### config.mk
export PLATFORM = sky130hd
export DESIGN_NAME = snitch_shared_muldiv_arb
export DESIGN_NICKNAME = d
export VERILOG_FILES = /design/src/rtl/snitch_shared_muldiv_arb_pkg.sv /design/src/rtl/snitch_shared_muldiv_arb_fifo.sv /design/src/rtl/snitch_shared_muldiv_arb.sv
export SDC_FILE = /design/constraint.sdc
export NUM_CORES = 1
export LEC_CHECK = 0
export CAP_MARGIN = 30
export CORE_AREA = 2 2 234 236
export DETAILED_ROUTE_END_ITERATION = 16
export DIE_AREA = 0 0 236 238
export GPL_TIMING_DRIVEN = 1
export PLACE_DENSITY = 0.34
export SLEW_MARGIN = 20
export SYNTH_ARGS = -nofsm -noshare
export SYNTH_HDL_FRONTEND = slang
export SYNTH_SLANG_ARGS = --single-unit
### constraint.sdc
create_clock -name clk_i -period 3.21 [get_ports clk_i]
set_input_delay 0.642 -clock clk_i [delete_from_list [all_inputs] [get_ports clk_i]]
set_output_delay 0.642 -clock clk_i [all_outputs]
set_load 0.01 [all_outputs]
### src/rtl/snitch_shared_muldiv_arb_pkg.sv
// Shared helpers for the shared MULDIV arbiter slice.
//
// Contents:
//   idx_width(n) : bit width needed to index n entries (at least 1 bit).
//   cnt_width(n) : bit width needed to hold a count 0..n.
package snitch_shared_muldiv_arb_pkg;

   // Width of an index into n entries; a single entry still gets one bit so
   // that the index type never collapses to zero width.
   function automatic int unsigned idx_width(input int unsigned n);
      return (n > 1) ? $clog2(n) : 1;
   endfunction

   // Width of a counter that must represent every value from 0 up to n.
   function automatic int unsigned cnt_width(input int unsigned n);
      return $clog2(n + 1);
   endfunction

endpackage

### src/rtl/snitch_shared_muldiv_arb_fifo.sv
// Ownership queue for the shared MULDIV arbiter.
//
// A plain registered FIFO (no fall-through): the head entry is visible on
// data_o one cycle after it was pushed. Pushes into a full queue and pops
// from an empty queue are ignored.
//
// Ports:
//   clk_i, rst_i : clock, synchronous active-high reset (empties the queue)
//   push_i       : write data_i at the tail
//   data_i       : entry to write
//   pop_i        : remove the head entry
//   data_o       : current head entry (valid while empty_o is 0)
//   full_o       : Depth entries stored
//   empty_o      : no entries stored
module snitch_shared_muldiv_arb_fifo
   import snitch_shared_muldiv_arb_pkg::*;
#(
   parameter int unsigned Depth = 4,
   parameter int unsigned Width = 2
) (
   input  logic             clk_i,
   input  logic             rst_i,
   input  logic             push_i,
   input  logic [Width-1:0] data_i,
   input  logic             pop_i,
   output logic [Width-1:0] data_o,
   output logic             full_o,
   output logic             empty_o
);

   localparam int unsigned PtrW = idx_width(Depth);
   localparam int unsigned CntW = cnt_width(Depth);

   typedef logic [PtrW-1:0] ptr_t;

   logic [Width-1:0] mem_q [Depth];
   ptr_t             wr_ptr_q;
   ptr_t             rd_ptr_q;
   logic [CntW-1:0]  cnt_q;
   logic             do_push;
   logic             do_pop;

   assign full_o  = (cnt_q == CntW'(Depth));
   assign empty_o = (cnt_q == '0);
   assign do_push = push_i && !full_o;
   assign do_pop  = pop_i && !empty_o;
   assign data_o  = mem_q[rd_ptr_q];

   // Pointers wrap explicitly so Depth need not be a power of two.
   function automatic ptr_t ptr_inc(input ptr_t p);
      return (p == ptr_t'(Depth - 1)) ? '0 : p + ptr_t'(1);
   endfunction

   always_ff @(posedge clk_i) begin
      if (rst_i) begin
         wr_ptr_q <= '0;
         rd_ptr_q <= '0;
         cnt_q    <= '0;
      end else begin
         if (do_push) begin
            wr_ptr_q <= ptr_inc(wr_ptr_q);
         end
         if (do_pop) begin
            rd_ptr_q <= ptr_inc(rd_ptr_q);
         end
         // Simultaneous push and pop leave the count unchanged.
         if (do_push && !do_pop) begin
            cnt_q <= cnt_q + CntW'(1);
         end else if (do_pop && !do_push) begin
            cnt_q <= cnt_q - CntW'(1);
         end
      end
   end

   // Storage needs no reset: an entry is only read after it was written.
   always_ff @(posedge clk_i) begin
      if (do_push) begin
         mem_q[wr_ptr_q] <= data_i;
      end
   end

endmodule

### src/rtl/snitch_shared_muldiv_arb.sv
// Round-robin arbiter sharing one multiply/divide unit among NrPorts cores.
//
// Requests from the cores are arbitrated round-robin and forwarded to the
// single unit. The index of every issued request is recorded in an ownership
// queue; since the unit answers strictly in issue order, the queue head
// names the core each response belongs to.
//
// Ports:
//   clk_i, rst_i                   : clock, synchronous active-high reset
//   in_req_valid_i/in_req_ready_o  : per-core request handshake
//   in_req_op_i/id_i/arga_i/argb_i : per-core request payload
//   out_req_valid_o/out_req_ready_i: request handshake to the unit
//   out_req_op_o/id_o/arga_o/argb_o: request payload of the granted core
//   in_rsp_valid_i/in_rsp_ready_o  : response handshake from the unit
//   in_rsp_data_i/id_i/error_i     : response payload from the unit
//   out_rsp_valid_o/out_rsp_ready_i: per-core response handshake
//   out_rsp_data_o/id_o/error_o    : response payload, broadcast to all cores
//   busy_o                         : at least one operation outstanding
//
// Handshakes: a transfer happens in a cycle where valid and ready are both
// high. A source holding valid keeps its payload stable until the transfer;
// ready may depend combinationally on valid, valid never depends on ready.
module snitch_shared_muldiv_arb
   import snitch_shared_muldiv_arb_pkg::*;
#(
   parameter int unsigned NrPorts        = 4,
   parameter int unsigned MaxOutstanding = 4,
   parameter int unsigned DataWidth      = 32,
   parameter int unsigned IdWidth        = 5
) (
   input  logic                               clk_i,
   input  logic                               rst_i,
   input  logic [NrPorts-1:0]                 in_req_valid_i,
   output logic [NrPorts-1:0]                 in_req_ready_o,
   input  logic [NrPorts-1:0][31:0]           in_req_op_i,
   input  logic [NrPorts-1:0][IdWidth-1:0]    in_req_id_i,
   input  logic [NrPorts-1:0][DataWidth-1:0]  in_req_arga_i,
   input  logic [NrPorts-1:0][DataWidth-1:0]  in_req_argb_i,
   output logic                               out_req_valid_o,
   input  logic                               out_req_ready_i,
   output logic [31:0]                        out_req_op_o,
   output logic [IdWidth-1:0]                 out_req_id_o,
   output logic [DataWidth-1:0]               out_req_arga_o,
   output logic [DataWidth-1:0]               out_req_argb_o,
   input  logic                               in_rsp_valid_i,
   output logic                               in_rsp_ready_o,
   input  logic [DataWidth-1:0]               in_rsp_data_i,
   input  logic [IdWidth-1:0]                 in_rsp_id_i,
   input  logic                               in_rsp_error_i,
   output logic [NrPorts-1:0]                 out_rsp_valid_o,
   input  logic [NrPorts-1:0]                 out_rsp_ready_i,
   output logic [DataWidth-1:0]               out_rsp_data_o,
   output logic [IdWidth-1:0]                 out_rsp_id_o,
   output logic                               out_rsp_error_o,
   output logic                               busy_o
);

   localparam int unsigned IdxW = idx_width(NrPorts);

   typedef logic [IdxW-1:0] idx_t;

   idx_t rr_q;
   idx_t lock_idx_q;
   logic lock_q;
   idx_t grant;
   logic grant_valid;
   idx_t own;
   logic full;
   logic empty;
   logic req_hs;
   logic rsp_hs;

   // ---------------------------------------------------------------------
   // Request arbitration
   // ---------------------------------------------------------------------

   // Walking the valid vector starting at rr_q is a leading-one search over
   // the rotated vector: the lowest valid index >= rr_q wins, otherwise the
   // search wraps to the lowest valid index below rr_q.
   always_comb begin : rr_select
      logic        found;
      int unsigned pos;
      found = 1'b0;
      pos   = 0;
      grant = lock_idx_q;
      if (!lock_q) begin
         grant = '0;
         for (int unsigned i = 0; i < NrPorts; i++) begin
            pos = (32'(rr_q) + i) % NrPorts;
            if (!found && in_req_valid_i[pos[IdxW-1:0]]) begin
               grant = pos[IdxW-1:0];
               found = 1'b1;
            end
         end
      end
   end

   assign grant_valid = in_req_valid_i[grant];

   // A full ownership queue blocks issue outright, even when a response pops
   // an entry in the same cycle; this keeps ready free of the response path.
   assign out_req_valid_o = !rst_i && grant_valid && !full;
   assign req_hs          = out_req_valid_o && out_req_ready_i;

   always_comb begin
      in_req_ready_o = '0;
      if (!rst_i && !full) begin
         in_req_ready_o[grant] = out_req_ready_i;
      end
   end

   assign out_req_op_o   = in_req_op_i[grant];
   assign out_req_id_o   = in_req_id_i[grant];
   assign out_req_arga_o = in_req_arga_i[grant];
   assign out_req_argb_o = in_req_argb_i[grant];

   // Once a request is offered and stalled, the grant is frozen so that the
   // payload seen by the unit cannot change before it is accepted. While the
   // queue is full nothing is offered and the lock state is left untouched.
   always_ff @(posedge clk_i) begin
      if (rst_i) begin
         rr_q       <= '0;
         lock_q     <= 1'b0;
         lock_idx_q <= '0;
      end else if (req_hs) begin
         rr_q   <= (grant == idx_t'(NrPorts - 1)) ? '0 : grant + idx_t'(1);
         lock_q <= 1'b0;
      end else if (out_req_valid_o) begin
         lock_q     <= 1'b1;
         lock_idx_q <= grant;
      end
   end

   // ---------------------------------------------------------------------
   // Ownership tracking
   // ---------------------------------------------------------------------

   snitch_shared_muldiv_arb_fifo #(
      .Depth (MaxOutstanding),
      .Width (IdxW)
   ) i_owner_fifo (
      .clk_i   (clk_i),
      .rst_i   (rst_i),
      .push_i  (req_hs),
      .data_i  (grant),
      .pop_i   (rsp_hs),
      .data_o  (own),
      .full_o  (full),
      .empty_o (empty)
   );

   assign busy_o = !empty;

   // ---------------------------------------------------------------------
   // Response routing
   // ---------------------------------------------------------------------

   always_comb begin
      out_rsp_valid_o = '0;
      if (!rst_i && !empty) begin
         out_rsp_valid_o[own] = in_rsp_valid_i;
      end
   end

   assign in_rsp_ready_o  = !rst_i && !empty && out_rsp_ready_i[own];
   assign rsp_hs          = in_rsp_valid_i && in_rsp_ready_o;

   assign out_rsp_data_o  = in_rsp_data_i;
   assign out_rsp_id_o    = in_rsp_id_i;
   assign out_rsp_error_o = in_rsp_error_i;

`ifndef SYNTHESIS
   // The unit can only answer operations it was given; a response with no
   // recorded owner means the environment did not drain the unit on reset.
   rsp_without_owner: assert property (
      @(posedge clk_i) disable iff (rst_i) !(in_rsp_valid_i && empty)
   );
`endif

endmodule

---- After elaboration in Yosys (flattened, before gate mapping) ----
Memory sizes are Yosys's and may differ from the RTL's. A register that Yosys moved wholly into a read port is not among the register bits.
Cells that the tools add are included.
W data, S select, Z words.
storage, ports and cells
  register bits after elaboration ......... 12
  RAM bits ................................ 8
  bits of input ports ..................... 454
  output and inout bits ................... 150
  word-level logic and storage cells ...... 104
  memories kept ........................... 1
operators by class
  add/subtract/negate cells ............... 8
  $lt $le $gt $ge ......................... 8
  eq/ne operators ......................... 4
  muxes and demuxes ....................... 46
  bitwise operators ....................... 3
  reductions and logical operators ........ 28
memories
  name                depth  width  read ports  clocked after memory_dff  wr ports  RTL line                             text
  i_owner_fifo.mem_q  4      2      1           1                         1         snitch_shared_muldiv_arb_fifo.sv:36  logic [Width-1:0] mem_q [Depth];
operators by type and width
  kind                   count
  $bmux W32 S2           3
  $mux W32               3
  $mux W2                10
  $lt A2 B3 Y1 const B   6
  $logic_and A1 B1 Y1    16
  $mux W1                16
  $bmux W1 S2            6
  $bmux W5 S2            1
  $add A2 B1 Y2 const B  4
  $and A4 B4 Y4          2
  $logic_not A1 Y1       8
  $mux W4                2
  $eq A2 B2 Y1 const B   3
  $mux W3                2
  $mux W5                1
  $add A2 B2 Y2 const B  2
  $demux W1 S2           2
  $ge A2 B1 Y1 const B   2
  $add A3 B1 Y3 const B  1
  $eq A3 B3 Y1 const B   1
  $logic_not A3 Y1       1
  $sub A3 B1 Y3 const B  1
  $reduce_and A2 Y1      1
  $reduce_bool A2 Y1     1
  other kinds (2)        2

---- Logic depth before layout (Yosys ltp) ----
Gate-level depths: netlist of run 1.
  word-level depth ........................ 26
  mapped depth ............................ 14
  mapped depth without buffers ............ 12

---- Modules after synthesis ----
A second synthesis of run 1 with hierarchy kept.
unflattened totals
  cell total of the unflattened synthesis .. 538
  area, all modules ....................... 5290.1 µm²
modules (own cells, without submodules)
  module                         instances  cells an instance  area each (µm²)  seq. area each (µm²)
  snitch_shared_muldiv_arb       1          478                4501.8           100.1
  snitch_shared_muldiv_arb_fifo  1          60                 788.3            420.4

---- Worst setup path after synthesis of run 1 ----
OpenSTA, ideal clock, no wires.
  kind .................................... in2reg
  from .................................... in in_req_valid_i[2]
  to ...................................... reg i_owner_fifo.cnt_q[2]
  library setup time ...................... 0.072 ns
  data arrival time ....................... 2.826 ns
  required time ........................... 3.138 ns
  path slack .............................. 0.312 ns
  cell stages on the path ................. 13
  path buffers ............................ 1
  path through ............................ nor3b_1 > o21bai_1 > a32oi_1 > buf_2 > a311o_2 > nand3_2 > inv_2 > ha_1 > inv_1 > fa_1 > xor2_1 > or3_1 > a21oi_1
between the ends
  longest elaborated chain between the ends .. 25
  elaborated cells between the ends (all ways) .. 36
  classes of those cells .................. mux: 22; reduce/logical: 14
RTL lines
  item                                 RTL line                             text
  start: declaration                   snitch_shared_muldiv_arb.sv:33       input logic [NrPorts-1:0] in_req_valid_i,
  $bmux W1 S2                          snitch_shared_muldiv_arb.sv:90       if (!found && in_req_valid_i[pos[IdxW-1:0]]) begin
  $mux W1 (not written as such)        snitch_shared_muldiv_arb.sv:90
  $mux W1                              snitch_shared_muldiv_arb.sv:90
  $mux W1                              snitch_shared_muldiv_arb.sv:86       if (!lock_q) begin
  $logic_not A1 Y1                     snitch_shared_muldiv_arb.sv:90
  $logic_and A1 B1 Y1                  snitch_shared_muldiv_arb.sv:90
  $mux W1                              snitch_shared_muldiv_arb.sv:90
  $mux W1                              snitch_shared_muldiv_arb.sv:86
  [9 not listed]                       --
  $mux W1 (not written as such) *      snitch_shared_muldiv_arb.sv:98       assign grant_valid = in_req_valid_i[grant];
  $logic_and A1 B1 Y1 * (2 in a row)   snitch_shared_muldiv_arb.sv:102      assign out_req_valid_o = !rst_i && grant_valid && !full;
  $logic_and A1 B1 Y1 *                snitch_shared_muldiv_arb.sv:103      assign req_hs = out_req_valid_o && out_req_ready_i;
  $logic_and A1 B1 Y1 *                snitch_shared_muldiv_arb_fifo.sv:45  assign do_push = push_i && !full_o;
  named net i_owner_fifo.do_push       snitch_shared_muldiv_arb_fifo.sv:40  logic do_push;
  $logic_not A1 Y1                     snitch_shared_muldiv_arb_fifo.sv:69  end else if (do_pop && !do_push) begin
  $logic_and A1 B1 Y1                  snitch_shared_muldiv_arb_fifo.sv:69
  $reduce_bool A2 Y1 (no source line)  --
  end signal: assignment               snitch_shared_muldiv_arb_fifo.sv:68  cnt_q <= cnt_q + CntW'(1);
  end signal: assignment               snitch_shared_muldiv_arb_fifo.sv:70  cnt_q <= cnt_q - CntW'(1);
  end: declaration                     snitch_shared_muldiv_arb_fifo.sv:39  logic [CntW-1:0] cnt_q;
Mark *: on every way through the listed nets, which the timed path passes. The rest lies on a longest branch. The select of a mux whose other input is x is not followed.
A chain may end at the register's enable or synchronous reset.

---- Worst setup path in the final report of run 1 ----
  from .................................... in in_req_valid_i[1]
  to ...................................... out out_req_valid_o
between the ends
  longest elaborated chain between the ends .. 20
  elaborated cells between the ends (all ways) .. 29
  classes of those cells .................. mux: 21; reduce/logical: 8
RTL lines
  item                                RTL line                         text
  $bmux W1 S2                         snitch_shared_muldiv_arb.sv:90
  $mux W1 (not written as such)       snitch_shared_muldiv_arb.sv:90
  $mux W1                             snitch_shared_muldiv_arb.sv:90
  $mux W1                             snitch_shared_muldiv_arb.sv:86
  $logic_not A1 Y1                    snitch_shared_muldiv_arb.sv:90
  $logic_and A1 B1 Y1                 snitch_shared_muldiv_arb.sv:90
  $mux W1                             snitch_shared_muldiv_arb.sv:90
  $mux W1                             snitch_shared_muldiv_arb.sv:86
  [3 not listed]                      --
  $mux W1                             snitch_shared_muldiv_arb.sv:86
  $logic_not A1 Y1                    snitch_shared_muldiv_arb.sv:90
  $logic_and A1 B1 Y1                 snitch_shared_muldiv_arb.sv:90
  $mux W2                             snitch_shared_muldiv_arb.sv:90
  $mux W2                             snitch_shared_muldiv_arb.sv:86
  $bmux W1 S2 *                       snitch_shared_muldiv_arb.sv:98
  $mux W1 (not written as such) *     snitch_shared_muldiv_arb.sv:98
  $logic_and A1 B1 Y1 * (2 in a row)  snitch_shared_muldiv_arb.sv:102
  end: declaration                    snitch_shared_muldiv_arb.sv:39   output logic out_req_valid_o,
Every way passes the cells marked *; elsewhere a longest branch is shown, timed or not. The select of a mux whose other input is x is not followed.

==> summary.md, run 1 <==
| Metric | Value |
|---|---|
| Status | `completed` |
| Main synth FF type | `dfxtp_1` |
| Core footprint | `roughly 0.053 mm2` |
| HP Class | `register to register` |
| Reg2Reg Depth | `14` |
| Count leader, synth | `mux2i_1` |
| Cell taking the most area after synthesis | `mux2i_1` |
| Hold Fails Final Rpt | `0` |
| Die W | `236 um` |
| Total routed wirelength | `around 31000 um` |
| I/O Buffers | `approximately 530` |
| Vias in the first global route | `between 6000 and 7000` |
| Maxcap violations | `0` |
| Syn_area_per_cell | `around 9.9 um2` |
| CP Cell Sequence | `buf_2 -> a221oi_2 -> buf_4 -> buf_4 -> buf_4 -> nand2_1 -> a311o_2 -> and3_4 -> dlygate4sd2_1` |
| Final setup fails | `0` |
| Setup Skew | `around 0.0044 ns` |
| Fin Hold WS | `approximately 0.47 ns` |
| Post-synth cell types | `46` |
| Leakage | `between 0.004 and 0.005 uW` |
| Number of synthesized flops with an enable pin | `8` |
| Worst r2r dst | `i_owner_fifo.cnt_q[2]` |
| Reg2reg setup slack | `0.35 ns` |
| Slew @ Worst Pin | `~0.53 ns` |
| Final Slew Violations | `0` |
| Flops & latches, synth | `22` |
| Clock Latency Late Sink | `between 0.2 and 0.3 ns` |
| Mapped Area | `slightly below 0.005 mm2` |
| Slew HR | `0.649` |
| Final period util | `0.968` |
| Total I/O pin count | `604` |
| Largest delay share family, worst path | `buffers and inverters` |
| Final Cell Area | `around 0.012 mm2` |
| DP Wirelength | `26500 um` |
| Largest net degree at the start of global routing | `17` |
| Longest Clk Path Bufs | `2` |
| Buffers and inverters on the worst path | `5` |
| First-pass GRT wire length | `between 40000 and 50000 um` |
| Power per standard cell area | `between 600 and 700 mW/mm2` |
| Clock transition at path regs | `~0.06 ns` |
| Post-synthesis sequential area ratio | `0.105` |
| Post-synth ARST share | `0` |
| Mapped Nets | `~970` |
| Drt wl/cell | `about 17 um` |
| Synth cell count leaders | `307 x mux2i_1, 45 x buf_4, 18 x buf_6` |
| Critical Path AT | `roughly 2.5 ns` |
| Crit path launch | `in_req_valid_i[1]` |
| Row cnt | `85` |
| Mapped Cells | `between 500 and 600` |
| DRC viols | `0` |
| RSZ-0062 raised after global routing | `no` |
| CTS sink count | `22` |
| Critical Path End | `out_req_valid_o` |
| CP dominant cell by count | `buf_4` |
| Crit-path max FO | `4` |
| Die area | `about 0.056 mm2` |
| DR vias/cell | `around 3.4` |
| Die Span Y | `238 um` |
| GRT Total Usage | `0.103` |
| Initial Util | `0.0926` |
| Levels on crit path | `9` |
| Share of layout cells above drive strength 1 | `0.222` |
| Num CTS Buffers | `3` |
| Cell Area, Placed | `between 0.01 and 0.015 mm2` |
| Peak supply drop | `about 0.32 mV` |
| Critical path's slowest cell | `a311o_2` |
| Synth area leaders | `mux2i_1 62%, buf_4 6.8%, dfxtp_1 5.7%, edfxtp_1 4.9%, buf_6 4.1%` |
| Final-stage net count | `between 1500 and 2000` |
| Initial DRC count | `approximately 90` |
| WS Path Type | `input pin to primary output` |
| P&R area growth vs syn | `144%` |
| Yosys top cell area share | `0.621` |
| GR Overflow Total | `0` |
| Yosys warns | `0` |
| GPL Wtd Cong | `0.767` |
| Post-layout minimum cycle time | `between 3 and 4 ns` |
| Slowest Stage Delay on Critical Path | `approximately 0.43 ns` |
| CTS tree | `done` |
| FMAX | `between 300 and 400 MHz` |
| Initial antenna violation count | `1` |
| 1st-pass router iterations | `4` |
| Antenna Nets Post-Route | `0` |
| Reg2reg start | `rr_q[1]` |
| CP required | `between 2 and 3 ns` |
| H-tree depth | `1` |
| CTS root buf | `clkbuf_16` |
| Vias | `around 6000` |
| CP startpoint kind | `input pin` |
| Crit end category | `primary output` |
[cell usage in the layout, fill, tap and decap left out, types with 3 or more instances in the layout]
cell type,n
buf_16,6
mux2i_2,12
nand2_1,8
mux2i_4,11
ha_1,9
clkdlybuf4s15_2,29
and3_1,7
inv_2,4
o31ai_2,3
mux2i_1,284
clkbuf_16,3
dfxtp_1,13
buf_6,12
clkdlybuf4s15_1,19
bufbuf_16,4
dlygate4sd2_1,28
a21oi_1,3
clkdlybuf4s50_1,417
edfxtp_1,8
and2_1,5
buf_2,28
buf_12,14
nor2_1,10
buf_4,81
buf_8,4
inv_1,6
clkbuf_2,6
[worst reg2reg max path, cell delays in order, from the launching register on]
cell and delay (ns):
dfxtp_2 0.35, buf_4 0.15, nor3b_2 0.21, o21bai_2 0.12, a32oi_4 0.28, buf_4 0.15
a311o_2 0.15, nand3_2 0.11, inv_2 0.08, ha_2 0.17, inv_1 0.06, fa_2 0.38
xor2_1 0.17, or3_1 0.30, a21oi_1 0.13
[worst min-delay path by stage]
stage,to,from,depth (start not counted)
6_report,lock_idx_q[0],lock_idx_q[0],2
5_1_grt,lock_idx_q[0],lock_idx_q[0],2
3_3_place_gp,lock_idx_q[0],lock_idx_q[0],2
3_5_place_dp,lock_idx_q[0],lock_idx_q[0],2
4_1_cts,lock_idx_q[0],lock_idx_q[0],2
2_1_floorplan,lock_idx_q[0],lock_idx_q[0],2
[layout make-up]
class / count / area, um2
Inverter: 10 / 37.5
Multi-Input combinational cell: 396 / 4080
Tap cell: 696 / 871
Timing Repair Buffer: 648 / 6480
Antenna cell: 1 / 2.50
Clock buffer: 3 / 75.1
Fill cell: 5904 / 41400
Sequential cell: 22 / 522
[sequential cells by signal, summed over array words and instances (netlist names), named ones only]
signal,flops
i_owner_fifo.wr_ptr_q,2
lock_idx_q,2
rr_q,2
i_owner_fifo.rd_ptr_q,2
i_owner_fifo.cnt_q,3
i_owner_fifo.mem_q,8
lock_q,1
[cells by family after synthesis]
kind of cell / Yosys count / share of synthesized area
xor+xnor: 2 / 0.00354
mux: 312 / 0.640
buf+inv: 84 / 0.128
simple gates: 48 / 0.0571
fa+ha+maj: 11 / 0.0293
flops: 22 / 0.105
compound gates: 22 / 0.0377
[through the flow]
stage          TNS [ns]  utilization  power [uW]  std cells  setup WS (ns)
2_1_floorplan         0            -        3890        501          0.312
3_3_place_gp     -64.87        0.212        7480       1733         -0.746
3_5_place_dp     -62.58        0.212        7420       1733         -0.676
4_1_cts               0        0.225        8260       1772       0.000441
5_1_grt               0        0.226        8680       1776        0.00314
6_report              0        0.226        8130       1776          0.102
[routing by layer]
| layer | track usage | vias up | part of all wire |
|---|---|---|---|
| met4 | 0.00695 | 0 | 0.0044 |
| met3 | 0.0258 | 8 | 0.064 |
| met2 | 0.209 | 253 | 0.56 |
| li1 | - | 2986 | - |
| met1 | 0.110 | 2760 | 0.37 |
| met5 | 0 | - | 0 |
[where the power goes]
group          internal, uW  switching [uW]
clock network           164            95.3
logic                  4230            3190
registers               381            73.4
total                  4770            3360
[repair_timing]
item,4_1_cts,5_1_grt
resized for setup,349,28
buffers inserted,28,3
pin swaps,6,2
hold buffers,0,0
endpoints found under the setup margin,108,107
gates cloned,8,0
(Power assumes the default switching activity.)
==> inputs of run 2 (changes only) <==
Settings changed: CAP_MARGIN 30 to 20.
==> results of run 2 <==
No change in the layout: final DEF, timing and power equal those of run 1.
==> inputs of run 3 (changes only) <==
Settings changed: ABC_AREA from default to 1, CORE_AREA 2 2 234 236 to 2 2 237 239, DIE_AREA 0 0 236 238 to 0 0 239 241, PLACE_DENSITY 0.34 to 0.33, REMOVE_ABC_BUFFERS from default to 1.
==> run 3 against run 2 <==
Utilization is 0.49 points lower. Sequential power rose by 2%. Non-clock buffer count is 36 higher. Via count is 36% higher. Global-route usage increased by 5.0 points. Critical path depth is 9 higher. Fmax down 3.1%. Sequential share of layout area hardly changed. Critical path type unchanged. Largest power group unchanged. Highest routed layer is now met5.
==> summary.md, run 3 <==
| Metric | Value |
|---|---|
| Drt wl/cell | `22.3 um (+28%)` |
| Yosys warns | `0 (unchanged)` |
| Clock transition at path regs | `0.06 ns (about the same)` |
| Crit path launch | `in_req_valid_i[3]` |
| Vias in the first global route | `8475 (+27%)` |
| Maxcap violations | `0 (unchanged)` |
| I/O Buffers | `527 (unchanged)` |
| Final Slew Violations | `0 (unchanged)` |
| Cell Count, Final, Fillers Out | `2113 (+19%)` |
| Logic gate share of total power | `0.960 (+0.048)` |
| DP Cell Count | `2056 (+19%)` |
| P&R area growth vs syn | `164%` |
| CTS tree | `done` |
| CTS root buf | `clkbuf_16` |
| Initial Util | `0.0838 (-0.00878)` |
| 1st-pass router iterations | `4 (unchanged)` |
| DR top layer | `met5` |
| Total routed wirelength | `47100 um (+52%)` |
| Post-layout minimum cycle time | `3.21 ns (+0.0978 ns)` |
| WS Path Type | `input pin to primary output` |
| Peak supply drop | `0.737 mV (+130%)` |
| Post-synth cell types | `30 (-35%)` |
| Switching power | `10200 uW (+200%)` |
| Clk pwr share | `0.017 (-0.015)` |
| Final Core Density | `0.221 (-0.00489)` |
| Slew HR | `0.695 (+0.0469)` |
| Post-synthesis sequential area ratio | `0.113 (+0.00810)` |
| Register area | `528 um2 (+1.2%)` |
| CP required | `2.57 ns (about the same)` |
| Critical Path AT | `2.56 ns (+0.09 ns)` |
| CP startpoint kind | `input pin` |
| Antenna Nets Post-Route | `0 (unchanged)` |
| Leakage | `0.00483 uW (+1.3%)` |
| Hold Fails Final Rpt | `0 (unchanged)` |
| Crit end category | `primary output` |
| RSZ-0062 raised after global routing | `yes` |
| Sequential Power Share | `0.023 (-0.033)` |
| DRC viols | `0 (unchanged)` |
| Met3 WL | `6870 um (+240%)` |
| FMAX | `312 MHz (-3.1%)` |
| Post-synth ARST share | `0 (unchanged)` |
| Die W | `239 um (+1.3%)` |
| Crit-path max FO | `8 (+4)` |
| H-tree depth | `1 (unchanged)` |
| HP Class | `register to register` |
| Die area | `0.0576 mm2 (+2.5%)` |
| Most frequent cells in the layout | `417 x clkdlybuf4s50_1, 223 x nor2_1, 112 x o21ai_0` |
| Vias | `8189 (+36%)` |
| Slew @ Worst Pin | `0.456 ns (-0.0701 ns)` |
| Final setup fails | `0 (unchanged)` |
| Fillers | `6219 (+5.3%)` |
| Area of the multi-input gates | `0.00360 mm2 (-12%)` |
| First-pass GRT wire length | `62800 um (+45%)` |
| Setup Skew | `0.00188 ns (-0.00250 ns)` |
| Die Span Y | `241 um (+1.3%)` |
| Initial DRC count | `337 (+270%)` |
| Commonest non-fill, non-tap cell in the layout | `clkdlybuf4s50_1` |
| Cell-internal power | `9810 uW (+110%)` |
| Power per standard cell area | `1650 mW/mm2 (+150%)` |
| Core footprint | `0.0549 mm2 (+2.6%)` |
| Cell taking the most area after synthesis | `nor2_1` |
| Mapped Cells | `824 (+64%)` |
| GRT Total Usage | `0.153 (+0.0498)` |
| DP Wirelength | `37500 um (+41%)` |
| Clock Latency Late Sink | `0.25 ns (about the same)` |
| Syn_area_per_cell | `5.58 um2 (-44%)` |
| Top Registers | `i_owner_fifo.mem_q: 8 flops, i_owner_fifo.cnt_q: 3 flops` |
| Synth area leaders | `nor2_1 19%, o21ai_0 16%, o22ai_1 14%, buf_4 7.8%, o21ai_1 6.9%` |
| Largest net degree at the start of global routing | `29 (+12)` |
| Longest Clk Path Bufs | `2 (unchanged)` |
| Reg with most FFs | `i_owner_fifo.mem_q` |
| Number of synthesized flops with an enable pin | `8 (unchanged)` |
| Final-stage net count | `1874 (+21%)` |
| Hold Path Origin | `i_owner_fifo.rd_ptr_q[1]` |
| Synth cell count leaders | `230 x nor2_1, 151 x o21ai_0, 101 x o22ai_1` |
| Post-CTS Hold Fix Bufs | `0 (unchanged)` |
| GR Overflow Total | `0 (unchanged)` |
| Main synth FF type | `dfxtp_1` |
| Total I/O pin count | `604 (unchanged)` |
| GPL Wtd Cong | `0.840 (+9.5%)` |
| Final period util | `0.999 (+0.0305)` |
| Status | `completed` |
| Share of layout cells above drive strength 1 | `0.253 (+0.0304)` |
| Count leader, synth | `nor2_1` |
| Sw Ratio | `0.510 (+0.0970)` |
| DR vias/cell | `3.88 (+15%)` |
| Num CTS Buffers | `3 (unchanged)` |
| DR WL met2 | `21000 um (+21%)` |
| Reg2reg start | `rr_q[0]` |
| Initial antenna violation count | `7 (+6)` |
| Yosys top cell area share | `0.188 (-0.433)` |
| Met1 WL | `18500 um (+61%)` |
| CTS sink count | `22 (unchanged)` |
| Max FFs per register | `8 (unchanged)` |
| Row cnt | `86 (+1.2%)` |
| Mapped Area | `0.00460 mm2 (-7.2%)` |
| Flops & latches, synth | `22 (unchanged)` |
run 3: cell types whose count changed in the layout (fill, tap and decap cells not counted), sizes merged, moves of 5 or more:
cell,before,now
and2,5,0
nand2,11,65
clkbuf,9,25
mux2i,307,0
dlygate4sd2,28,3
inv,10,37
o22ai,0,101
nand3,1,21
o21ai,3,215
clkdlybuf4s15,48,10
and3,9,0
nor2,10,231
buf,145,230
run 3: worst max-delay path, cell delays in order:
cell and delay [ns]:
buf_2 0.12, nand2_1 0.09, nand2_4 0.08, nand2_4 0.08, nand2_4 0.06, nand3_2 0.07
nand2_1 0.07, inv_2 0.07, nand3_4 0.15, nand2_8 0.17, inv_16 0.07, buf_12 0.14
buf_16 0.14, buf_6 0.13, buf_4 0.12, o21ai_1 0.11, o22ai_1 0.07, buf_2 0.15
run 3: final cells by class:
type	count	share of cell area
clock buffer	3	0.00620
timing repair inverter	1	0.000723
sequential	22	0.0436
inverter	37	0.0138
tap	704	0.0727
antenna	1	0.000207
timing repair buffer	684	0.563
multi-input combinational	660	0.297
clock inverter	1	0.00248
run 3: logic make-up (layout without fill, tap and decap cells):
logic type               after synthesis  in the layout  synth area share
AND/OR/NAND/NOR                      323            324             0.283
other                                  0              1                 0
XOR/XNOR                               1              1           0.00191
flip-flops                            22             22             0.113
buffers and inverters                143            726             0.188
adder cells (fa/ha/maj)               11             11            0.0316
AO/OA/AOI/OAI                        324            324             0.383
run 3: layer usage:
layer | global-route usage | up-vias
met2 | 0.246 | 426
met4 | 0.0116 | 10
met3 | 0.0994 | 38
met1 | 0.173 | 3713
li1 | - | 4002
met5 | 0.0455 | -
run 3: power by group through the flow:
stage	logic, uW	registers, uW	clock network [uW]
after floorplan	6290	457	0
after global placement	16700	450	0
after detailed placement	16600	449	0
after CTS	19200	448	358
after global routing	20800	469	367
final	19200	461	348
run 3: path summary, 6_finish.rpt:
path,endpoint,cells past startpoint,slack (ns)
worst max register to register,i_owner_fifo.cnt_q[2],24,0.12
worst max-delay path,out_req_arga_o[17],18,0.005
worst min register to register,i_owner_fifo.rd_ptr_q[1],2,0.50
worst min-delay path,i_owner_fifo.rd_ptr_q[1],2,0.50
run 3: what timing repair did:
action	4_1_cts	5_1_grt
setup buffers	37	4
pin swaps	27	38
cloned	14	5
endpoints found under the setup margin	108	109
resized for setup	415	178
run 3: per-stage QoR:
step	power, uW	instance area [um2]	worst slack [ns]	TNS (ns)	hold WS [ns]
5_1_grt	21600	12100	-0.131	-3.63	0.556
3_5_place_dp	17100	11100	-0.818	-71.15	0.485
3_3_place_gp	17100	11100	-0.739	-66.97	0.483
4_1_cts	20000	12000	-0.0523	-0.0779	0.501
2_1_floorplan	6740	3880	-1.13	-109.18	0.459
6_report	20000	12100	0.00469	0	0.503
